File: config.mk
export PLATFORM = sky130hd
export DESIGN_NAME = uart_param
export DESIGN_NICKNAME = d
export VERILOG_FILES = /design/src/rtl/uart_pkg.sv /design/src/rtl/uart_param_rx.sv /design/src/rtl/uart_param_tx.sv /design/src/rtl/uart_param.sv
export SDC_FILE = /design/constraint.sdc
export NUM_CORES = 1
export LEC_CHECK = 0
export ABC_AREA = 1
export CORE_MARGIN = 2
export CORE_UTILIZATION = 45
export CTS_CLUSTER_DIAMETER = 40
export CTS_CLUSTER_SIZE = 10
export DETAILED_ROUTE_END_ITERATION = 10
export PLACE_DENSITY_LB_ADDON = 0.15
export SYNTH_ARGS = -nofsm -noshare
export SYNTH_HDL_FRONTEND = slang
export SYNTH_SLANG_ARGS = --single-unit
File: constraint.sdc
create_clock -name clk -period 4.1 [get_ports clk]
set_clock_uncertainty 0.15 [all_clocks]
set_input_delay 1.23 -clock clk [delete_from_list [all_inputs] [get_ports clk]]
set_output_delay 1.23 -clock clk [all_outputs]
set_load 0.05 [all_outputs]
File: src/rtl/uart_pkg.sv
`timescale 1ns/1ps
`default_nettype none
// ============================================================================
// Module   : uart_pkg
// Brief    : Shared constants, FSM encodings and parity helper for uart_param.
// Revision : 1.0 - initial release
// ============================================================================
package uart_pkg;

  localparam int unsigned PARITY_NONE   = 0;
  localparam int unsigned PARITY_ODD    = 1;
  localparam int unsigned PARITY_EVEN   = 2;

  // Widest payload supported; narrower words are zero-extended into it.
  localparam int unsigned MAX_DATA_BITS = 9;

  typedef enum logic [2:0] {
    TX_IDLE   = 3'd0,
    TX_START  = 3'd1,
    TX_DATA   = 3'd2,
    TX_PARITY = 3'd3,
    TX_STOP   = 3'd4
  } tx_state_e;

  typedef enum logic [2:0] {
    RX_IDLE   = 3'd0,
    RX_START  = 3'd1,
    RX_DATA   = 3'd2,
    RX_PARITY = 3'd3,
    RX_STOP   = 3'd4
  } rx_state_e;

  // Parity bit for a zero-extended word; zero padding leaves the XOR unchanged.
  function automatic logic calc_parity(input logic [MAX_DATA_BITS-1:0] data,
                                       input int unsigned mode);
    logic x;
    x = ^data;
    case (mode)
      PARITY_ODD:  return ~x;
      PARITY_EVEN: return x;
      default:     return 1'b0;
    endcase
  endfunction

endpackage
`default_nettype wire

File: src/rtl/uart_param_rx.sv
`timescale 1ns/1ps
`default_nettype none
// ============================================================================
// Module   : uart_param_rx
// Brief    : UART receiver with synchroniser, start-glitch rejection, mid-bit
//            sampling and parity / framing error reporting.
// Revision : 1.0 - initial release
// ============================================================================
module uart_param_rx
  import uart_pkg::*;
#(
  parameter int unsigned CLKS_PER_BIT = 100,
  parameter int unsigned DATA_BITS    = 8,
  parameter int unsigned PARITY       = 0,
  parameter int unsigned STOP_BITS    = 1
) (
  input  logic                 clk,
  input  logic                 rst_n,
  input  logic                 rx_i,
  output logic [DATA_BITS-1:0] rx_data_o,
  output logic                 rx_valid_o,
  output logic                 rx_parity_err_o,
  output logic                 rx_frame_err_o
);

  localparam int unsigned CW = $clog2(CLKS_PER_BIT);
  localparam int unsigned IW = $clog2(DATA_BITS);

  localparam logic [CW-1:0] c_cnt_last  = CW'(CLKS_PER_BIT - 1);
  localparam logic [CW-1:0] c_half_last = CW'(CLKS_PER_BIT / 2 - 1);
  localparam logic [IW-1:0] c_data_last = IW'(DATA_BITS - 1);
  localparam logic [IW-1:0] c_stop_last = IW'(STOP_BITS - 1);

  logic                 sync1_q;
  logic                 sync2_q;
  logic                 prev_q;
  logic                 w_rx_s;

  rx_state_e            state_q;
  logic [CW-1:0]        cnt_q;
  logic [IW-1:0]        idx_q;
  logic [DATA_BITS-1:0] sh_q;
  logic                 par_q;
  logic                 ferr_acc_q;
  logic [DATA_BITS-1:0] data_q;
  logic                 valid_q;
  logic                 perr_q;
  logic                 ferr_q;

  // Two-flop synchroniser plus a history flop for falling-edge detection; idle-high reset
  always_ff @(posedge clk or negedge rst_n) begin
    if (!rst_n) begin
      sync1_q <= 1'b1;
      sync2_q <= 1'b1;
      prev_q  <= 1'b1;
    end else begin
      sync1_q <= rx_i;
      sync2_q <= sync1_q;
      prev_q  <= sync2_q;
    end
  end

  assign w_rx_s = sync2_q;

  // Receive sequencer: half-bit start check, then one sample per bit period at mid-bit
  always_ff @(posedge clk or negedge rst_n) begin
    if (!rst_n) begin
      state_q    <= RX_IDLE;
      cnt_q      <= '0;
      idx_q      <= '0;
      sh_q       <= '0;
      par_q      <= 1'b0;
      ferr_acc_q <= 1'b0;
      data_q     <= '0;
      valid_q    <= 1'b0;
      perr_q     <= 1'b0;
      ferr_q     <= 1'b0;
    end else begin
      valid_q <= 1'b0;
      case (state_q)
        RX_IDLE: begin
          // Edge, not level: a line stuck low after a break never re-triggers
          if (prev_q && !w_rx_s) begin
            cnt_q   <= '0;
            state_q <= RX_START;
          end
        end
        RX_START: begin
          if (cnt_q != c_half_last) begin
            cnt_q <= cnt_q + 1'b1;
          end else begin
            cnt_q <= '0;
            if (w_rx_s) begin
              state_q <= RX_IDLE;
            end else begin
              idx_q      <= '0;
              ferr_acc_q <= 1'b0;
              state_q    <= RX_DATA;
            end
          end
        end
        default: begin
          if (cnt_q != c_cnt_last) begin
            cnt_q <= cnt_q + 1'b1;
          end else begin
            cnt_q <= '0;
            case (state_q)
              RX_DATA: begin
                sh_q <= {w_rx_s, sh_q[DATA_BITS-1:1]};
                if (idx_q == c_data_last) begin
                  idx_q <= '0;
                  if (PARITY != PARITY_NONE) state_q <= RX_PARITY;
                  else                       state_q <= RX_STOP;
                end else begin
                  idx_q <= idx_q + 1'b1;
                end
              end
              RX_PARITY: begin
                par_q   <= w_rx_s;
                state_q <= RX_STOP;
              end
              RX_STOP: begin
                if (idx_q == c_stop_last) begin
                  data_q  <= sh_q;
                  valid_q <= 1'b1;
                  perr_q  <= (PARITY != PARITY_NONE) &&
                             (par_q != calc_parity(MAX_DATA_BITS'(sh_q), PARITY));
                  ferr_q  <= ferr_acc_q | ~w_rx_s;
                  state_q <= RX_IDLE;
                end else begin
                  ferr_acc_q <= ferr_acc_q | ~w_rx_s;
                  idx_q      <= idx_q + 1'b1;
                end
              end
              default: state_q <= RX_IDLE;
            endcase
          end
        end
      endcase
    end
  end

  assign rx_data_o       = data_q;
  assign rx_valid_o      = valid_q;
  assign rx_parity_err_o = perr_q;
  assign rx_frame_err_o  = ferr_q;

endmodule
`default_nettype wire

File: src/rtl/uart_param_tx.sv
`timescale 1ns/1ps
`default_nettype none
// ============================================================================
// Module   : uart_param_tx
// Brief    : UART transmitter with valid/ready input and configurable framing.
// Revision : 1.0 - initial release
// ============================================================================
module uart_param_tx
  import uart_pkg::*;
#(
  parameter int unsigned CLKS_PER_BIT = 100,
  parameter int unsigned DATA_BITS    = 8,
  parameter int unsigned PARITY       = 0,
  parameter int unsigned STOP_BITS    = 1
) (
  input  logic                 clk,
  input  logic                 rst_n,
  input  logic [DATA_BITS-1:0] tx_data_i,
  input  logic                 tx_valid_i,
  output logic                 tx_ready_o,
  output logic                 tx_o
);

  localparam int unsigned CW = $clog2(CLKS_PER_BIT);
  localparam int unsigned IW = $clog2(DATA_BITS);

  localparam logic [CW-1:0] c_cnt_last  = CW'(CLKS_PER_BIT - 1);
  localparam logic [IW-1:0] c_data_last = IW'(DATA_BITS - 1);
  localparam logic [IW-1:0] c_stop_last = IW'(STOP_BITS - 1);

  tx_state_e            state_q;
  logic [CW-1:0]        cnt_q;
  logic [IW-1:0]        idx_q;
  logic [DATA_BITS-1:0] sh_q;
  logic                 par_q;
  logic                 tx_q;
  logic                 ready_q;

  // Frame sequencer: each bit lasts one full counter sweep; tx and ready are registered
  always_ff @(posedge clk or negedge rst_n) begin
    if (!rst_n) begin
      state_q <= TX_IDLE;
      cnt_q   <= '0;
      idx_q   <= '0;
      sh_q    <= '0;
      par_q   <= 1'b0;
      tx_q    <= 1'b1;
      ready_q <= 1'b1;
    end else begin
      case (state_q)
        TX_IDLE: begin
          if (tx_valid_i) begin
            sh_q    <= tx_data_i;
            par_q   <= calc_parity(MAX_DATA_BITS'(tx_data_i), PARITY);
            cnt_q   <= '0;
            tx_q    <= 1'b0;
            ready_q <= 1'b0;
            state_q <= TX_START;
          end
        end
        default: begin
          if (cnt_q != c_cnt_last) begin
            cnt_q <= cnt_q + 1'b1;
          end else begin
            cnt_q <= '0;
            case (state_q)
              TX_START: begin
                tx_q    <= sh_q[0];
                sh_q    <= sh_q >> 1;
                idx_q   <= '0;
                state_q <= TX_DATA;
              end
              TX_DATA: begin
                if (idx_q == c_data_last) begin
                  idx_q <= '0;
                  if (PARITY != PARITY_NONE) begin
                    tx_q    <= par_q;
                    state_q <= TX_PARITY;
                  end else begin
                    tx_q    <= 1'b1;
                    state_q <= TX_STOP;
                  end
                end else begin
                  tx_q  <= sh_q[0];
                  sh_q  <= sh_q >> 1;
                  idx_q <= idx_q + 1'b1;
                end
              end
              TX_PARITY: begin
                tx_q    <= 1'b1;
                state_q <= TX_STOP;
              end
              TX_STOP: begin
                if (idx_q == c_stop_last) begin
                  ready_q <= 1'b1;
                  state_q <= TX_IDLE;
                end else begin
                  idx_q <= idx_q + 1'b1;
                end
              end
              default: state_q <= TX_IDLE;
            endcase
          end
        end
      endcase
    end
  end

  assign tx_o       = tx_q;
  assign tx_ready_o = ready_q;

endmodule
`default_nettype wire

File: src/rtl/uart_param.sv
`timescale 1ns/1ps
`default_nettype none
// ============================================================================
// Module   : uart_param
// Brief    : Parametrised full-duplex UART; wires the TX and RX halves to pins.
// Revision : 1.0 - initial release
// ============================================================================
module uart_param
  import uart_pkg::*;
#(
  parameter int unsigned CLKS_PER_BIT = 100,
  parameter int unsigned DATA_BITS    = 8,
  parameter int unsigned PARITY       = 0,
  parameter int unsigned STOP_BITS    = 1
) (
  input  logic                 clk,
  input  logic                 rst_n,
  input  logic [DATA_BITS-1:0] tx_data_i,
  input  logic                 tx_valid_i,
  output logic                 tx_ready_o,
  output logic                 tx_o,
  input  logic                 rx_i,
  output logic [DATA_BITS-1:0] rx_data_o,
  output logic                 rx_valid_o,
  output logic                 rx_parity_err_o,
  output logic                 rx_frame_err_o
);

  uart_param_tx #(
    .CLKS_PER_BIT (CLKS_PER_BIT),
    .DATA_BITS    (DATA_BITS),
    .PARITY       (PARITY),
    .STOP_BITS    (STOP_BITS)
  ) u_tx (
    .clk        (clk),
    .rst_n      (rst_n),
    .tx_data_i  (tx_data_i),
    .tx_valid_i (tx_valid_i),
    .tx_ready_o (tx_ready_o),
    .tx_o       (tx_o)
  );

  uart_param_rx #(
    .CLKS_PER_BIT (CLKS_PER_BIT),
    .DATA_BITS    (DATA_BITS),
    .PARITY       (PARITY),
    .STOP_BITS    (STOP_BITS)
  ) u_rx (
    .clk             (clk),
    .rst_n           (rst_n),
    .rx_i            (rx_i),
    .rx_data_o       (rx_data_o),
    .rx_valid_o      (rx_valid_o),
    .rx_parity_err_o (rx_parity_err_o),
    .rx_frame_err_o  (rx_frame_err_o)
  );

`ifndef SYNTHESIS
  a_clks_per_bit: assert property (@(posedge clk) CLKS_PER_BIT >= 4)
    else $error("uart_param: CLKS_PER_BIT must be >= 4");
  a_data_bits: assert property (@(posedge clk) (DATA_BITS >= 5) && (DATA_BITS <= 9))
    else $error("uart_param: DATA_BITS must be 5..9");
  a_parity: assert property (@(posedge clk) PARITY <= PARITY_EVEN)
    else $error("uart_param: PARITY must be 0, 1 or 2");
  a_stop_bits: assert property (@(posedge clk) (STOP_BITS == 1) || (STOP_BITS == 2))
    else $error("uart_param: STOP_BITS must be 1 or 2");
`endif

endmodule
`default_nettype wire

# Word level (Yosys, flattened, before mapping)
# Index checks and enable logic that the tools add are counted.
# Widths: inputs -> output; s select.
# op_classes
addsub	4
eq_ne	28
n_mux	55
bitwise_logic	7
n_reduce_logical	24
# op_table
cell	count
$mux 3	17
$mux 7	6
$mux 8	4
$reduce_and 4->1	5
$pmux 3 s2	3
$pmux 3 s3	2
$mux 1	17
$pmux 8 s2	1
$add 7x1->7 const B	2
$ne 2x2->1 const B	7
$ne 7x7->1 const B	2
$pmux 7 s2	1
$eq 3x2->1 const B	4
$eq 3x3->1 const B	4
$logic_not 3->1	4
$pmux 3 s4	1
$reduce_and 6->1	2
$ne 3x3->1 const B	3
$reduce_bool 3->1	3
$ne 7x6->1 const B	1
$add 3x1->3 const B	2
$eq 3x1->1 const B	2
$not 1->1	6
$reduce_and 3->1	2
other kinds (15)	17
# totals
ff_bits	58
in_bits	12
output_inout_bits	13
wordCells	135

# Depth between registers and ports, before layout
# logic_depth
word_depth	6
mapped_depth	11
ltp_nobuf	11

# Hierarchy
# A second synthesis with hierarchy kept.
# hier_totals
cells_unflattened	414
area_unflattened_um2	3270.6
# modules_own_cells
mod	instances	cells_per_inst	area_per_inst_um2	seq_area_each_um2
uart_param_rx	1	230	1903.1	879.6
uart_param_tx	1	184	1367.6	578.1

# Least setup slack after synthesis
# Ideal clock, no wire load.
# synth_timing
kind	flip-flop to output port
startpoint	register u_tx.tx_q (netlist: u_tx.tx_o)
endpoint	output tx_o
arrival_time_ns	0.664
required_time_ns	2.720
setup_slack_ns	2.056
path_stages_with_launch	1
path_buffers	0
path_cell_list	dfstp_2
# synth_lines
element	line	rtl
from (decl)	uart_param_tx.sv:36	logic tx_q;
from (signal assigned)	uart_param_tx.sv:68	tx_q <= sh_q[0];
from (signal assigned)	uart_param_tx.sv:77	tx_q <= par_q;
from (signal assigned)	uart_param_tx.sv:84	tx_q <= sh_q[0];
to (decl)	uart_param.sv:21	output logic tx_o,
# No word-level cell between the ends.

# Final worst setup path
# layout_timing
startpoint	register u_tx.tx_q (netlist: u_tx.tx_o)
endpoint	output tx_o
# No word-level cell between the ends.

==> results.md <==
* Critical Path RT at 2.72 ns
* CTS tree: built
* Avg Inst Size Synth at 8.12 sq um
* Routed WL per cell at 11.3 um
* CTS Buf Count at 9
* Post-CTS Hold Buffers at 0
* Tmin final at 3.04 ns
* CP Launch Type: flip-flop
* FF-to-FF End: u_tx.state_q[1]
* Routed wire length at 5850 um
* Vias in the first global route at 2368
* First-pass DRT Iterations at 5
* Gpl congestion at 0.832
* Run status: completed
* Max stage delay on crit path at 0.79 ns
* Hold Crit Start: u_rx.sync1_q
* Max IR drop VDD at 363 uV
* Worst-Skew Late Latency at 0.33 ns
* Cts repair resizes at 0
* Clk buf depth at 2
* GRT Total Usage at 17.5%
* First-pass GRT wire length at 10500 um
* Antenna-violating nets left at 0
* Chip Height at 87.6 um
* Slew @ Worst Pin at 0.611 ns
* R2r setup slk at 2.05 ns
* Slew headroom at 59.1%
* Hold Vio Cnt, Final at 0
* Layout cells sized above 1 at 15.0%
* Overflow after GRT at 0
* Max cap viols at 0
* P_leak at 1.91 nW
* Switching Fraction at 38.0%
* Final WS setup at 1.06 ns
* Largest net degree at the start of global routing at 31
* Final setup fails at 0
* Crit Path Class: reg2out
* CP delay by family, top: buffers and inverters
* Setup TNS at 0 ns
* # Post-CTS Setup Buffers at 0
* Dpl hpwl at 4240 um
* Crit share post-route at 74.1%
* PD cells at 593 nW/um^2
* CP Max Fanout at 2
* Initial drt markers at 148
* Reg2reg path depth at 8
* Core Area at 6790 sq um
* Mapped Area at 3140 sq um
* CP cell instances: clkdlybuf4s50_1
* Sequential power share at 35.2%
* Crit. End Element: output pin
* Clock share of power at 30.3%
* Die W at 87.6 um
* Vias at 2475
* Root buf cell: clkbuf_8
* Post-synth cell types at 38
* Unrepaired setup endpoints after global routing: false
* P_int at 1.36 mW
* DR DRC count at 0
* Post-synthesis sequential area ratio at 46.4%
* N_diodes at 0
* Mapped Nets at 409
* Rows at 30
* H-tree depth at 3
* WHS Endpoint: u_rx.sync2_q
* Vias per cell at 4.79
* RR Startpoint: u_tx.state_q[1]
* # IOs at 25
* # port buffers at 23
* WP buf/inv at 1
* Seq cells post-synth at 58
* Worst Path Arrival at 1.66 ns
* HP Class: reg2reg
* Starting density of the core at 46.3%
* Max Clock Freq at 0.329 GHz
* Hold path cells at 0
* Syn Inst Count at 387
* Combinational power share at 34.4%
* Switching pwr at 0.833 mW
* Die area at 7670 sq um
* Initial antenna violation count at 0
* Area growth, synth to finish at 17.7%
* Place WS at 1.35 ns
* Synth warn at 0
* Max Slew Vio Count at 0
* Clk sinks at 58
* Slowest CP cell: clkdlybuf4s50_1
* Final net count at 438
* Reg clk slew, reported paths at 0.06 ns
## metrics by stage
stage	cells	util [%]	hold WS, ns	area (sq um)	power, mW
2_1_floorplan	387	-	0.195	3140	1.38
3_3_place_gp	501	50.7	0.201	3450	1.52
3_5_place_dp	501	50.7	0.197	3450	1.54
4_1_cts	517	54.4	0.206	3700	2.21
5_1_grt	517	54.4	0.215	3700	2.36
6_report	517	54.4	0.206	3700	2.19
## logic make-up after synthesis
kind of cell / count (synthesis) / synth area share [%]
and+or+nand+nor: 216 / 32.9
buffers and inverters: 56 / 7.80
DFF: 58 / 46.4
xor gates and xnor gates: 2 / 0.557
AOI/OAI and AO/OA: 44 / 8.28
adders and majority gates: 10 / 3.98
other: 1 / 0.119
## how the worst max path moves through the flow
stage / from / end / slack [ns] / cells past startpoint
finish: u_tx.tx_o / tx_o / 1.06 / 1
global route: u_tx.tx_o / tx_o / 1.02 / 1
detailed placement: tx_valid_i / u_tx.state_q[1] / 1.35 / 6
CTS: u_tx.tx_o / tx_o / 1.05 / 1
floorplan: u_tx.tx_o / tx_o / 2.06 / 0
global placement: tx_valid_i / u_tx.state_q[0] / 1.40 / 6
## power groups by stage
| stage | combinational [mW] | sequential, mW | clock, mW |
|---|---|---|---|
| 4_1_cts | 0.764 | 0.771 | 0.678 |
| 6_report | 0.755 | 0.773 | 0.666 |
| 2_1_floorplan | 0.595 | 0.790 | 0 |
| 3_5_place_dp | 0.762 | 0.778 | 0 |
| 3_3_place_gp | 0.746 | 0.778 | 0 |
| 5_1_grt | 0.863 | 0.789 | 0.707 |
## placed cells by master (no fill, tap or decap), types with 2 or more instances in the layout
master	Yosys	routed
nor2_1	22	22
o21ai_2	2	2
a21oi_2	2	2
buf_4	1	2
dfstp_2	5	5
bufinv_16	0	3
nand2_1	133	133
nand3b_1	5	5
nand3_2	3	3
nand2_4	3	3
o22ai_1	4	4
and3_1	2	2
ha_1	10	10
dfrtp_1	53	53
clkdlybuf4s50_1	0	22
clkbuf_8	0	11
inv_1	42	42
clkinv_2	0	2
inv_2	6	6
nand2_2	4	4
o21a_1	2	2
nor2_4	2	2
a21oi_1	10	10
nand3_1	21	21
nand4_1	5	5
nand3_4	2	2
o21ai_0	22	22
nor2_2	9	9
## sequential cells by signal, summed over array words and instances (netlist names)
name / flops
u_rx.sync1_q: 1
u_rx.rx_valid_o: 1
u_rx.rx_frame_err_o: 1
u_tx.idx_q: 3
u_tx.sh_q: 8
u_rx.rx_data_o: 8
u_tx.cnt_q: 7
u_rx.sync2_q: 1
u_rx.prev_q: 1
u_rx.idx_q: 3
u_rx.sh_q: 8
u_tx.state_q: 3
u_tx.tx_ready_o: 1
u_tx.tx_o: 1
u_rx.cnt_q: 7
u_rx.ferr_acc_q: 1
u_rx.state_q: 3
## cells in the mapped netlist (all sizes together)
cell type    n  area [sq um]
a22o         1          8.76
o21a         2          15.0
xor2         1          8.76
or2          1          6.26
nand4        6          43.8
nor3b        1          7.51
o21ai       25           144
clkinv       1          8.76
dfstp        5           131
nand3       26           170
xnor2        1          8.76
buf          6          51.3
nand2      140           558
ha          10           125
conb         1          3.75
a21oi       12          67.6
o22ai        4          25.0
nand3b       5          37.5
nor3         1          16.3
inv         48           180
and3         2          12.5
nor2        34           181
dfrtp       53          1330
clkbuf       1          5.00
## cell type report
| cell class | instances | area, sq um |
|---|---|---|
| clock buffers | 11 | 151 |
| clock inverters | 5 | 100 |
| fillers | 650 | 3100 |
| inverters | 49 | 189 |
| multi-input cells | 273 | 1440 |
| flip-flops and latches | 58 | 1460 |
| well taps | 96 | 120 |
| repair buffers | 25 | 240 |
## routing by layer
layer	vias up	wire (um)	track usage, %
li1	1283	-	-
met5	-	0	0
met2	49	2640	26.4
met1	1135	2910	24.4
met3	8	194	3.68
met4	0	103	7.97
Power figures use the tool's default switching activity.
